$ cat src/rtl/piso_reader_pkg.sv
// Shared types, defaults and helpers for the 74HC165-style input scanner.
package piso_reader_pkg;

   localparam int DEFAULT_NBITS = 8;
   localparam int DEFAULT_DIV   = 4;

   typedef enum logic [2:0] {
      IDLE,
      LOAD,
      LOW,
      HIGH,
      DONE
   } state_t;

   // Bits needed to hold a counter that takes the values 0..num_values-1.
   function automatic int cnt_width(input int num_values);
      if (num_values <= 2) begin
         return 1;
      end
      return $clog2(num_values);
   endfunction

endpackage

$ cat src/rtl/piso_reader_if.sv
// Bundle of the scanner's fabric handshake and the external shift-register pins.
interface piso_reader_if #(
   parameter int NBITS = piso_reader_pkg::DEFAULT_NBITS
);

   logic             start;
   logic [NBITS-1:0] data;
   logic             valid;
   logic             busy;
   logic             sr_load_n;
   logic             sr_clk;
   logic             sr_din;

   // The scanner itself: drives the '165 control pins and the result word.
   modport master (
      input  start,
      input  sr_din,
      output data,
      output valid,
      output busy,
      output sr_load_n,
      output sr_clk
   );

   // The surroundings: fabric requesting scans and the '165 returning bits.
   modport slave (
      output start,
      output sr_din,
      input  data,
      input  valid,
      input  busy,
      input  sr_load_n,
      input  sr_clk
   );

endinterface

$ cat src/rtl/piso_reader_sync2.sv
// Two-flop synchronizer for a single asynchronous pin, reset to 0.
module sync2 (
   input  logic clk,
   input  logic rst_n,
   input  logic d,
   output logic q
);

   logic meta;

   // Two back-to-back flops give the first one a full cycle to settle.
   always_ff @(posedge clk or negedge rst_n) begin
      if (!rst_n) begin
         meta <= 1'b0;
         q    <= 1'b0;
      end else begin
         meta <= d;
         q    <= meta;
      end
   end

endmodule

$ cat src/rtl/piso_reader.sv
// Scanner for an external 74HC165-style PISO register: load, clock out NBITS
// bits MSB-first, and present them as a parallel word with a valid strobe.
module piso_reader
   import piso_reader_pkg::*;
#(
   parameter int NBITS = DEFAULT_NBITS,
   parameter int DIV   = DEFAULT_DIV
) (
   input logic           clk,
   input logic           rst_n,
   piso_reader_if.master bus
);

   localparam int PW = cnt_width(DIV);
   localparam int BW = cnt_width(NBITS + 1);
   localparam logic [PW-1:0] PHASE_LAST = PW'(DIV - 1);
   localparam logic [BW-1:0] BIT_LAST   = BW'(NBITS - 1);

   if (DIV < 3) begin : g_div_check
      $error("piso_reader: DIV must be at least 3 so the synchronized bit is settled");
   end
   if (NBITS < 2) begin : g_nbits_check
      $error("piso_reader: NBITS must be at least 2");
   end

   state_t           state_q, state_d;
   logic [PW-1:0]    phase_q, phase_d;
   logic [BW-1:0]    bit_q, bit_d;
   logic [NBITS-1:0] shreg_q, shreg_d;
   logic [NBITS-1:0] data_q, data_d;
   logic             valid_q, valid_d;
   logic             busy_q, busy_d;
   logic             load_n_q, load_n_d;
   logic             sr_clk_q, sr_clk_d;
   logic             din_sync;
   logic             phase_end;

   sync2 u_din_sync (
      .clk   (clk),
      .rst_n (rst_n),
      .d     (bus.sr_din),
      .q     (din_sync)
   );

   assign phase_end     = (phase_q == PHASE_LAST);
   assign bus.data      = data_q;
   assign bus.valid     = valid_q;
   assign bus.busy      = busy_q;
   assign bus.sr_load_n = load_n_q;
   assign bus.sr_clk    = sr_clk_q;

   // State, counters and every output are registered here.
   always_ff @(posedge clk or negedge rst_n) begin
      if (!rst_n) begin
         state_q  <= IDLE;
         phase_q  <= '0;
         bit_q    <= '0;
         shreg_q  <= '0;
         data_q   <= '0;
         valid_q  <= 1'b0;
         busy_q   <= 1'b0;
         load_n_q <= 1'b1;
         sr_clk_q <= 1'b0;
      end else begin
         state_q  <= state_d;
         phase_q  <= phase_d;
         bit_q    <= bit_d;
         shreg_q  <= shreg_d;
         data_q   <= data_d;
         valid_q  <= valid_d;
         busy_q   <= busy_d;
         load_n_q <= load_n_d;
         sr_clk_q <= sr_clk_d;
      end
   end

   // Next state and next outputs; the word and strobe land on entry to DONE so
   // valid is visible during DONE, and DONE (already not busy) accepts a new
   // start just like IDLE, which keeps back-to-back scans one cycle apart.
   always_comb begin
      state_d  = state_q;
      phase_d  = phase_q;
      bit_d    = bit_q;
      shreg_d  = shreg_q;
      data_d   = data_q;
      valid_d  = 1'b0;
      busy_d   = busy_q;
      load_n_d = load_n_q;
      sr_clk_d = sr_clk_q;

      case (state_q)
         IDLE, DONE: begin
            phase_d = '0;
            bit_d   = '0;
            if (bus.start) begin
               state_d  = LOAD;
               load_n_d = 1'b0;
               busy_d   = 1'b1;
            end else begin
               state_d = IDLE;
            end
         end

         LOAD: begin
            if (phase_end) begin
               phase_d  = '0;
               load_n_d = 1'b1;
               state_d  = LOW;
            end else begin
               phase_d = phase_q + PW'(1);
            end
         end

         LOW: begin
            if (phase_end) begin
               phase_d = '0;
               shreg_d = {shreg_q[NBITS-2:0], din_sync};
               bit_d   = bit_q + BW'(1);
               if (bit_q == BIT_LAST) begin
                  state_d = DONE;
                  data_d  = {shreg_q[NBITS-2:0], din_sync};
                  valid_d = 1'b1;
                  busy_d  = 1'b0;
               end else begin
                  sr_clk_d = 1'b1;
                  state_d  = HIGH;
               end
            end else begin
               phase_d = phase_q + PW'(1);
            end
         end

         HIGH: begin
            if (phase_end) begin
               phase_d  = '0;
               sr_clk_d = 1'b0;
               state_d  = LOW;
            end else begin
               phase_d = phase_q + PW'(1);
            end
         end

         default: begin
            state_d = IDLE;
         end
      endcase
   end

endmodule
$ cat src/flat_wrapper.sv
// flat-port wrapper written by rule: the top's interface ports become plain ports
module piso_reader_flat import piso_reader_pkg::*;
#(
   parameter int NBITS = DEFAULT_NBITS,
   parameter int DIV   = DEFAULT_DIV
)
  (clk, rst_n, bus_start, bus_sr_din, bus_data, bus_valid, bus_busy, bus_sr_load_n, bus_sr_clk);
  piso_reader_if #(.NBITS(NBITS)) bus_i ();
  input logic clk;
  input logic rst_n;
  input wire logic [$bits(bus_i.start)-1:0] bus_start;
  input wire logic [$bits(bus_i.sr_din)-1:0] bus_sr_din;
  output wire logic [$bits(bus_i.data)-1:0] bus_data;
  output wire logic [$bits(bus_i.valid)-1:0] bus_valid;
  output wire logic [$bits(bus_i.busy)-1:0] bus_busy;
  output wire logic [$bits(bus_i.sr_load_n)-1:0] bus_sr_load_n;
  output wire logic [$bits(bus_i.sr_clk)-1:0] bus_sr_clk;
  assign bus_i.start = bus_start;
  assign bus_i.sr_din = bus_sr_din;
  assign bus_data = bus_i.data;
  assign bus_valid = bus_i.valid;
  assign bus_busy = bus_i.busy;
  assign bus_sr_load_n = bus_i.sr_load_n;
  assign bus_sr_clk = bus_i.sr_clk;
  piso_reader #(.NBITS(NBITS), .DIV(DIV)) u_core (.clk(clk), .rst_n(rst_n), .bus(bus_i));
endmodule
$ cat config.mk
export PLATFORM = sky130hd
export DESIGN_NAME = piso_reader_flat
export DESIGN_NICKNAME = d
export VERILOG_FILES = /design/src/rtl/piso_reader_pkg.sv /design/src/rtl/piso_reader_if.sv /design/src/rtl/piso_reader_sync2.sv /design/src/rtl/piso_reader.sv /design/src/flat_wrapper.sv
export SDC_FILE = /design/constraint.sdc
export NUM_CORES = 1
export LEC_CHECK = 0
export CAP_MARGIN = 5
export CORE_MARGIN = 10
export CORE_UTILIZATION = 44
export DETAILED_ROUTE_END_ITERATION = 6
export HOLD_SLACK_MARGIN = 0.05
export PLACE_DENSITY = 0.66
export SYNTH_ARGS = -nofsm -noshare
export SYNTH_HDL_FRONTEND = slang
export SYNTH_SLANG_ARGS = --single-unit
$ cat constraint.sdc
create_clock -name clk -period 2.55 [get_ports clk]
set_input_delay 0.3825 -clock clk [delete_from_list [all_inputs] [get_ports clk]]
set_output_delay 0.3825 -clock clk [all_outputs]
set_load 0.01 [all_outputs]
## Word-level counts from Yosys, hierarchy flattened

Index checks and enable logic that the tools add are counted.

- Flip-flop bits (word level): 30
- Input bits: 4

- Reductions and logical operators: 15
- $add $sub $neg: 2
- Equal/unequal tests: 13
- Mux-type cells: 23

Operators with widths:

| cell | number |
|---|---|
| 1-bit two-way mux | 12 |
| 2-bit by 1-bit inequality test with 1-bit output (second input constant) | 5 |
| 3-bit two-way mux | 3 |
| 3-bit one-hot mux with 3 select lines | 1 |
| 4-bit one-hot mux with 2 select lines | 1 |
| 4-bit AND reduction | 2 |
| 2-bit nonzero test | 4 |
| 3-bit by 2-bit == test with 1-bit output (second input constant) | 2 |
| 1-bit one-hot mux with 2 select lines | 3 |
| 2-bit AND reduction | 3 |
| 3-bit AND reduction | 2 |
| 4-bit by 1-bit adder with 4-bit output (second input constant) | 1 |
| 4-bit by 3-bit == test with 1-bit output (second input constant) | 1 |
| 4-bit two-way mux | 1 |
| 2-bit inequality test (second input constant) | 2 |
| 2-bit one-hot mux with 2 select lines | 1 |
| 2-bit OR reduction | 2 |
| 3-bit by 1-bit == test with 1-bit output (second input constant) | 1 |
| 3-bit == test (second input constant) | 1 |
| 3-bit zero test | 1 |
| 3-bit OR reduction | 1 |
| 2-bit by 1-bit adder with 2-bit output (second input constant) | 1 |
| 2-bit == test (second input constant) | 1 |
| 2-bit two-way mux | 1 |

## Logic depth before layout (Yosys ltp)

Gate-level depths: netlist of the first run.

- Word-level depth: 4
- Depth in mapped cells: 5

## By module

From an unflattened synthesis of the first run, not the netlist that was laid out.

- Cell total of the unflattened synthesis: 94
- Area, all modules: 1,234.9 um^2

Modules (own cells, without submodules):

| module | cells each | instances | area an instance (um^2) |
|---|---|---|---|
| piso_reader | 92 | 1 | 1,184.9 |
| sync2 | 2 | 1 | 50.0 |

## Worst setup path after synthesis of the first run

No wires, ideal clock.

- Kind: reg2reg
- Start point: register u_core.phase_q[0]
- End point: register u_core.data_q[0], in the netlist u_core.bus.data[0]
- Cell stages (with the launch flop): 5
- Clock period less this slack: 1.458 ns
- Arrival: 1.334 ns
- Buffers on the path: 0
- Slack: 1.092 ns
- Cell sequence: dfrtp_1 -> ha_1 -> nand4bb_4 -> nor2_8 -> mux2_2

- Word-level cells in the longest chain between the ends: 2

RTL lines:

| what | RTL line | RTL |
|---|---|---|
| start: declaration | piso_reader.sv:27 | `logic [PW-1:0] phase_q, phase_d;` |
| start signal: assignment | piso_reader.sv:66 | `phase_q <= phase_d;` |
| 2-bit == test | piso_reader.sv:45 | `assign phase_end = (phase_q == PHASE_LAST);` |
| 3-bit AND reduction (no line) | n/a |  |
| end signal: assignment | piso_reader.sv:69 | `data_q <= data_d;` |
| end: declaration | piso_reader.sv:30 | `logic [NBITS-1:0] data_q, data_d;` |

No other way between the ends.
A chain may end at the register's enable or synchronous reset.

## Final worst setup path of the first run

- Start point: register u_core.load_n_q, in the netlist u_core.bus.sr_load_n
- End point: output bus_sr_load_n

RTL lines:

| what | RTL line | RTL |
|---|---|---|
| start: declaration | piso_reader.sv:33 | `logic load_n_q, load_n_d;` |
| start signal: assignment | piso_reader.sv:72 | `load_n_q <= load_n_d;` |
| end: declaration | flat_wrapper.sv:16 | `output wire logic [$bits(bus_i.sr_load_n)-1:0] bus_sr_load_n;` |

No word-level cell between the ends.

==> results of run 1 <==
[kinds of logic (layout without fill, tap and decap cells)]
group / after synthesis / in the layout / synth area share (%)
AO/OA/AOI/OAI: 16 / 16 / 6.727
flip-flops: 30 / 30 / 60.34
buffers and inverters: 8 / 27 / 3.614
adder cells (fa/ha/maj): 2 / 2 / 2.008
AND/OR/NAND/NOR: 41 / 41 / 17.67
multiplexers: 11 / 11 / 9.639
[cells in the final DEF (no fill, tap or decap), types with 2 or more instances in the layout]
master	synthesis	final
dfrtp_1	29	29
inv_1	3	3
nand2_1	27	27
nor2_1	5	5
mux2_2	8	8
ha_1	2	2
a21oi_1	5	5
o21ai_0	10	10
clkdlybuf4s50_1	0	15
mux2i_1	3	3
bufinv_16	0	2
clkbuf_4	0	5
[flip-flops by register name, indices dropped and copies added, names as in the netlist]
| register | flops |
|---|---|
| u_core.u_din_sync.meta | 1 |
| u_core.u_din_sync.q | 1 |
| u_core.bus.sr_load_n | 1 |
| u_core.bus.valid | 1 |
| u_core.bus.busy | 1 |
| u_core.bus.sr_clk | 1 |
| u_core.bus.data | 8 |
| u_core.state_q | 3 |
| u_core.bit_q | 4 |
| u_core.shreg_q | 7 |
| u_core.phase_q | 2 |
[power groups by stage]
stage	clock network [W]	registers (W)	logic (W)
2_1_floorplan	0	0.000494	0.00000441
3_3_place_gp	0	0.000496	0.0000201
3_5_place_dp	0	0.000495	0.0000205
4_1_cts	0.000513	0.000486	0.0000206
5_1_grt	0.000533	0.000487	0.0000232
6_report	0.000499	0.000486	0.0000196
[final cells by class]
cell class	count	area [µm²]	share of cell area, %
flip-flops and latches	30	752.0	49.46
multi-input cells	70	449.2	29.55
repair buffers	16	157.7	10.37
clock inverters	2	60.06	3.951
clock buffers	6	51.30	3.374
well taps	31	38.79	2.551
inverters	3	11.26	0.7407
[stage by stage]
stage / instances / util (%) / power (W)
finish: 158 / 55.61 / 0.001005
global route: 158 / 55.61 / 0.001044
CTS: 158 / 55.61 / 0.001020
detailed placement: 150 / 51.53 / 0.0005159
global placement: 150 / 51.53 / 0.0005156
floorplan: 108 / - / 0.0004987
[worst paths after layout]
check / start / endpoint / slack (ns) / cells after the start
worst max register to register: u_core.phase_q[0] / u_core.bus.data[1] / 0.81 / 4
worst min-delay path: u_core.u_din_sync.meta / u_core.u_din_sync.q / 0.36 / 0
worst min register to register: u_core.u_din_sync.meta / u_core.u_din_sync.q / 0.36 / 0
worst max-delay path: u_core.bus.sr_load_n / bus_sr_load_n / 0.75 / 1
max in group asynchronous: rst_n / u_core.bus.sr_load_n / 1.81 / 2
min in group asynchronous: rst_n / u_core.bus.valid / 0.43 / 2
[routing by layer]
layer	wire, µm	share of wire, %	vias up
met4	23	1.0	0
met5	0	0	-
met1	987	45	388
met3	182	8.3	2
li1	-	-	399
met2	1012	46	15
==> impl_metrics.toml, run 1 <==
[logic_synthesis]
synth.most_common_cell = "dfrtp_1"
synthDistinctLibCells = 23
async_flop_share_pct = 100.0
synthCells = 108
synth_seq_cells = 30
ys_top_cells_by_count = "29 x dfrtp_1, 27 x nand2_1, 10 x o21ai_0, 8 x mux2_2"
synth_fp_nets = 114
avgSynthCellArea_um2 = 11.54
synth_top_area_share_pct = 58.23
yosysWarningCount = 0
synthFlopType = "dfrtp_1"
synth-edff-count = 0
synthesis.area_um2 = 1246
synth_top_area_cell = "dfrtp_1"
synth_area_leaders = "dfrtp_1 58%, nand2_1 8.1%, mux2_2 7.2%"
seq_area_frac_synth_pct = 60.34

[clocking]
cts_tree = "yes"
cts-hold-fix-buffers = 0
post_cts_buffers = 0
clk_latency_ns = 0.33
cts-root-buf = "clkbuf_4"
cts_resized = 0
htreeDepth = 2
cts.path.max_buffers = 2
cts_buffers = 5
cts.sinks = 30
clk_transition_reported_paths_ns = 0.10

[setup_path]
cp.required_ns = 2.17
crit_fanout = 3
cp.arrival_ns = 1.42
cpPeakStageDelay_ns = 0.55
critical_path.startpoint_type = "flop"
criticalPathCategory = "reg2out"
crit_family = "flip-flops"
cp_slowest_cell = "dfstp_2"
crit_path_end_kind = "output pin"
crit_chain = "clkdlybuf4s50_1"
worst-path-buf-inv = 1

[final_layout]
area_growth_syn_to_layout_pct = 21.99
final_layout_size_suffix_gt1_share_pct = 16.54
fin_nets = 132
nFillCells = 227
final_area_um2 = 1520
n_antenna_cell = 0

[drt]
drc = 0
final_antenna_net_count = 0
wl_um = 2206
firstDrtPassIters = 4
wl_per_cell_um = 13.96
vias = 804
first_iter_violations = 91
via_per_inst = 5.089

[power]
seqPwrFrac_pct = 48.4
p_comb_share_pct = 1.9
power.leakage_nw = 0.7207
ir_drop_v = 0.0006958
p_int_w = 0.0008214
p_sw_share_pct = 18.24
switchingPower_w = 0.0001833
clkPwrFrac_pct = 49.7
power_density_nw_per_um2 = 660.9

[timing]
relSlewSlack_pct = 72.50
worstMarginPinSlew_ns = 0.4112
fin_crit_sh_pct = 70.51
maxSlewViolCount = 0
tns_ns = 0
finalHoldViolations = 0
finalSetupViolCount = 0
min_period_ns = 1.798
worst_slack_ns = 0.7521
rsz0062_at_grt = "no"
fin_hold_ws_ns = 0.3563
finalClockSkew_ns = 0.008137
fmax_mhz = 556.2

[global_route]
grt_pass1_wl_um = 3843
grt_antenna_before_repair = 0
grt-ovfl-total = 0
grt.total_usage_pct = 9.473
met3_usage_pct = 4.354
grt_max_degree = 31
grt-busiest-layer = "met2"
grt_pass1_vias = 806
use_met2_pct = 12.80
use_met1_pct = 11.18

[floorplanning]
die_width_um = 73.22
die-area_um2 = 5361
ioPinCount = 16
row_count = 19
start_util_pct = 45.58
coreArea_um2 = 2734
dieHeight_um = 73.22

[placement]
gp_congestion = 0.7168
numPortBuffers = 15
place_area_um2 = 1409
hpwlAfterDp_um = 1531
place_ws_ns = 0.8181

[run_status]
status = "finished, final reports clean"

[job]
cap_violations = 0

[hold_path]
hold_class = "reg2reg"
(Power assumes the default switching activity.)
==> inputs of run 2 (changes only) <==
Settings changed: PLACE_DENSITY 0.66 to 0.68.
Clock period 2.55 ns to 1.6 ns, I/O delays scaled along.
==> run 2 against run 1 <==
Compared with the run above:
- register-to-register slack worse by 0.71 ns
- critical path depth up 3
- die area unchanged
- hold slack worse by 0.15 ns
- combinational power up 81%
- final cell count up 5.1%
- global-route usage down 0.31 points
- critical endpoint is now u_core.bus.data[7]
==> impl_metrics.toml, run 2 (same netlist as run 1, synthesis figures left out) <==
[run_status]
status = "finished, final reports clean"

[power]
power_density_nw_per_um2 = 1013
p_total_w = 0.001612
ir_drop_v = 0.0009509
power.leakage_nw = 0.7603

[setup_path]
r2r-start = "u_core.phase_q[0]"
crit_path_end_kind = "flop"
r2r-end = "u_core.bus.data[7]"
critical_path.startpoint_type = "flop"
crit_fanout = 9
cp.arrival_ns = 1.71
cp.required_ns = 1.81
criticalPathCategory = "reg2reg"
ff2ff_setup_slack_ns = 0.1
r2r_cells = 4

[clocking]
htreeDepth = 2
clk_latency_ns = 0.32
clk_transition_reported_paths_ns = 0.11
cts_buffers = 5
cts.sinks = 30
cts_tree = "yes"
cts.path.max_buffers = 2
cts-hold-fix-buffers = 0
cts-root-buf = "clkbuf_4"

[timing]
fmax_mhz = 665.6
relSlewSlack_pct = 71.73
worst_slack_ns = 0.09760
finalSetupViolCount = 0
tns_ns = 0
maxSlewViolCount = 0
fin_hold_ws_ns = 0.2036
worstMarginPinSlew_ns = 0.4227
finalHoldViolations = 0
min_period_ns = 1.502
rsz0062_at_grt = "no"
fin_crit_sh_pct = 93.90
finalClockSkew_ns = 0.008309

[drt]
vias = 852
drc = 0
wl_um = 2243
firstDrtPassIters = 4
via_per_inst = 5.133
first_iter_violations = 17
wl_per_cell_um = 13.51
final_antenna_net_count = 0

[global_route]
grt_antenna_before_repair = 0
grt.total_usage_pct = 9.162
grt-ovfl-total = 0
grt_pass1_vias = 818
grt_pass1_wl_um = 3788
grt_max_degree = 24

[placement]
place_ws_ns = 0.06491
numPortBuffers = 15
gp_congestion = 0.7272
hpwlAfterDp_um = 1630
placed_cells = 157

[floorplanning]
die-area_um2 = 5361
dieHeight_um = 73.22
row_count = 19
die_width_um = 73.22
ioPinCount = 16
start_util_pct = 45.58
coreArea_um2 = 2734

[final_layout]
area_growth_syn_to_layout_pct = 27.71
n_antenna_cell = 0
final_common_cell = "dfrtp_1"
most-common-layout-cells = "29 x dfrtp_1, 27 x nand2_1, 14 x clkdlybuf4s50_1"
largest_reg_flops = 8
fin_nets = 140
final_cell_count_no_fill = 166
final_layout_size_suffix_gt1_share_pct = 21.48

[hold_path]
hold_class = "in2async"

[job]
cap_violations = 0
[run 2: changes by cell type in the layout (fill, tap and decap cells not counted)]
cell             delta
buf_12              +1
buf_4               +7
clkdlybuf4s50_1     -1
dlygate4sd2_1       +1
[run 2: what timing repair did]
| item | in CTS | in global routing |
|---|---|---|
| gates resized for setup | 1 | 0 |
| setup buffers | 0 | 1 |
| pin swaps | 0 | 1 |
| endpoints found under the setup margin | 1 | 4 |
[run 2: worst max path at each step]
stage / start / end / slack (ns) / cells after the start
finish: u_core.phase_q[0] / u_core.bus.data[7] / 0.1 / 4
global route: u_core.bit_q[0] / u_core.bus.data[2] / 0.004 / 4
CTS: u_core.phase_q[0] / u_core.bus.data[7] / 0.05 / 4
detailed placement: u_core.phase_q[0] / u_core.bus.data[7] / 0.06 / 4
global placement: u_core.phase_q[0] / u_core.bus.data[5] / 0.12 / 4
floorplan: u_core.phase_q[0] / u_core.bus.data[0] / 0.14 / 4
[run 2: cell type report]
class                           count  area (µm²)
Fill cell                         229        1142
Sequential cell                    30       752.0
Multi-Input combinational cell     70       449.2
Timing Repair Buffer               24       229.0
Clock inverter                      2       60.06
Clock buffer                        6       51.30
Tap cell                           31       38.79
Inverter                            3       11.26
[run 2: report_power, final]
part | total [W] | internal [W] | switching, W
Clock | 0.000801 | 0.000529 | 0.000272
Sequential | 0.000775 | 0.000768 | 0.00000686
Combinational | 0.0000354 | 0.0000151 | 0.0000204
[run 2: layer usage]
metal / part of all wire, % / track usage (%) / up-vias
li1: - / - / 411
met1: 45 / 11.17 / 426
met2: 49 / 13.18 / 11
met3: 4.9 / 3.537 / 4
met4: 1.4 / 5.696 / 0
met5: 0 / 0 / -
[run 2: per-stage QoR]
| stage | utilization [%] | cell area (µm²) |
|---|---|---|
| CTS | 57.94 | 1584 |
| detailed placement | 53.91 | 1474 |
| global placement | 53.91 | 1474 |
| floorplan | - | 1246 |
| global route | 58.22 | 1592 |
| finish | 58.22 | 1592 |
[run 2: worst max-delay path, stage by stage (launching register included)]
cell       delay [ns]
dfrtp_1          0.38
ha_1             0.23
nand4bb_4        0.21
nor2_8           0.22
mux2_2           0.36
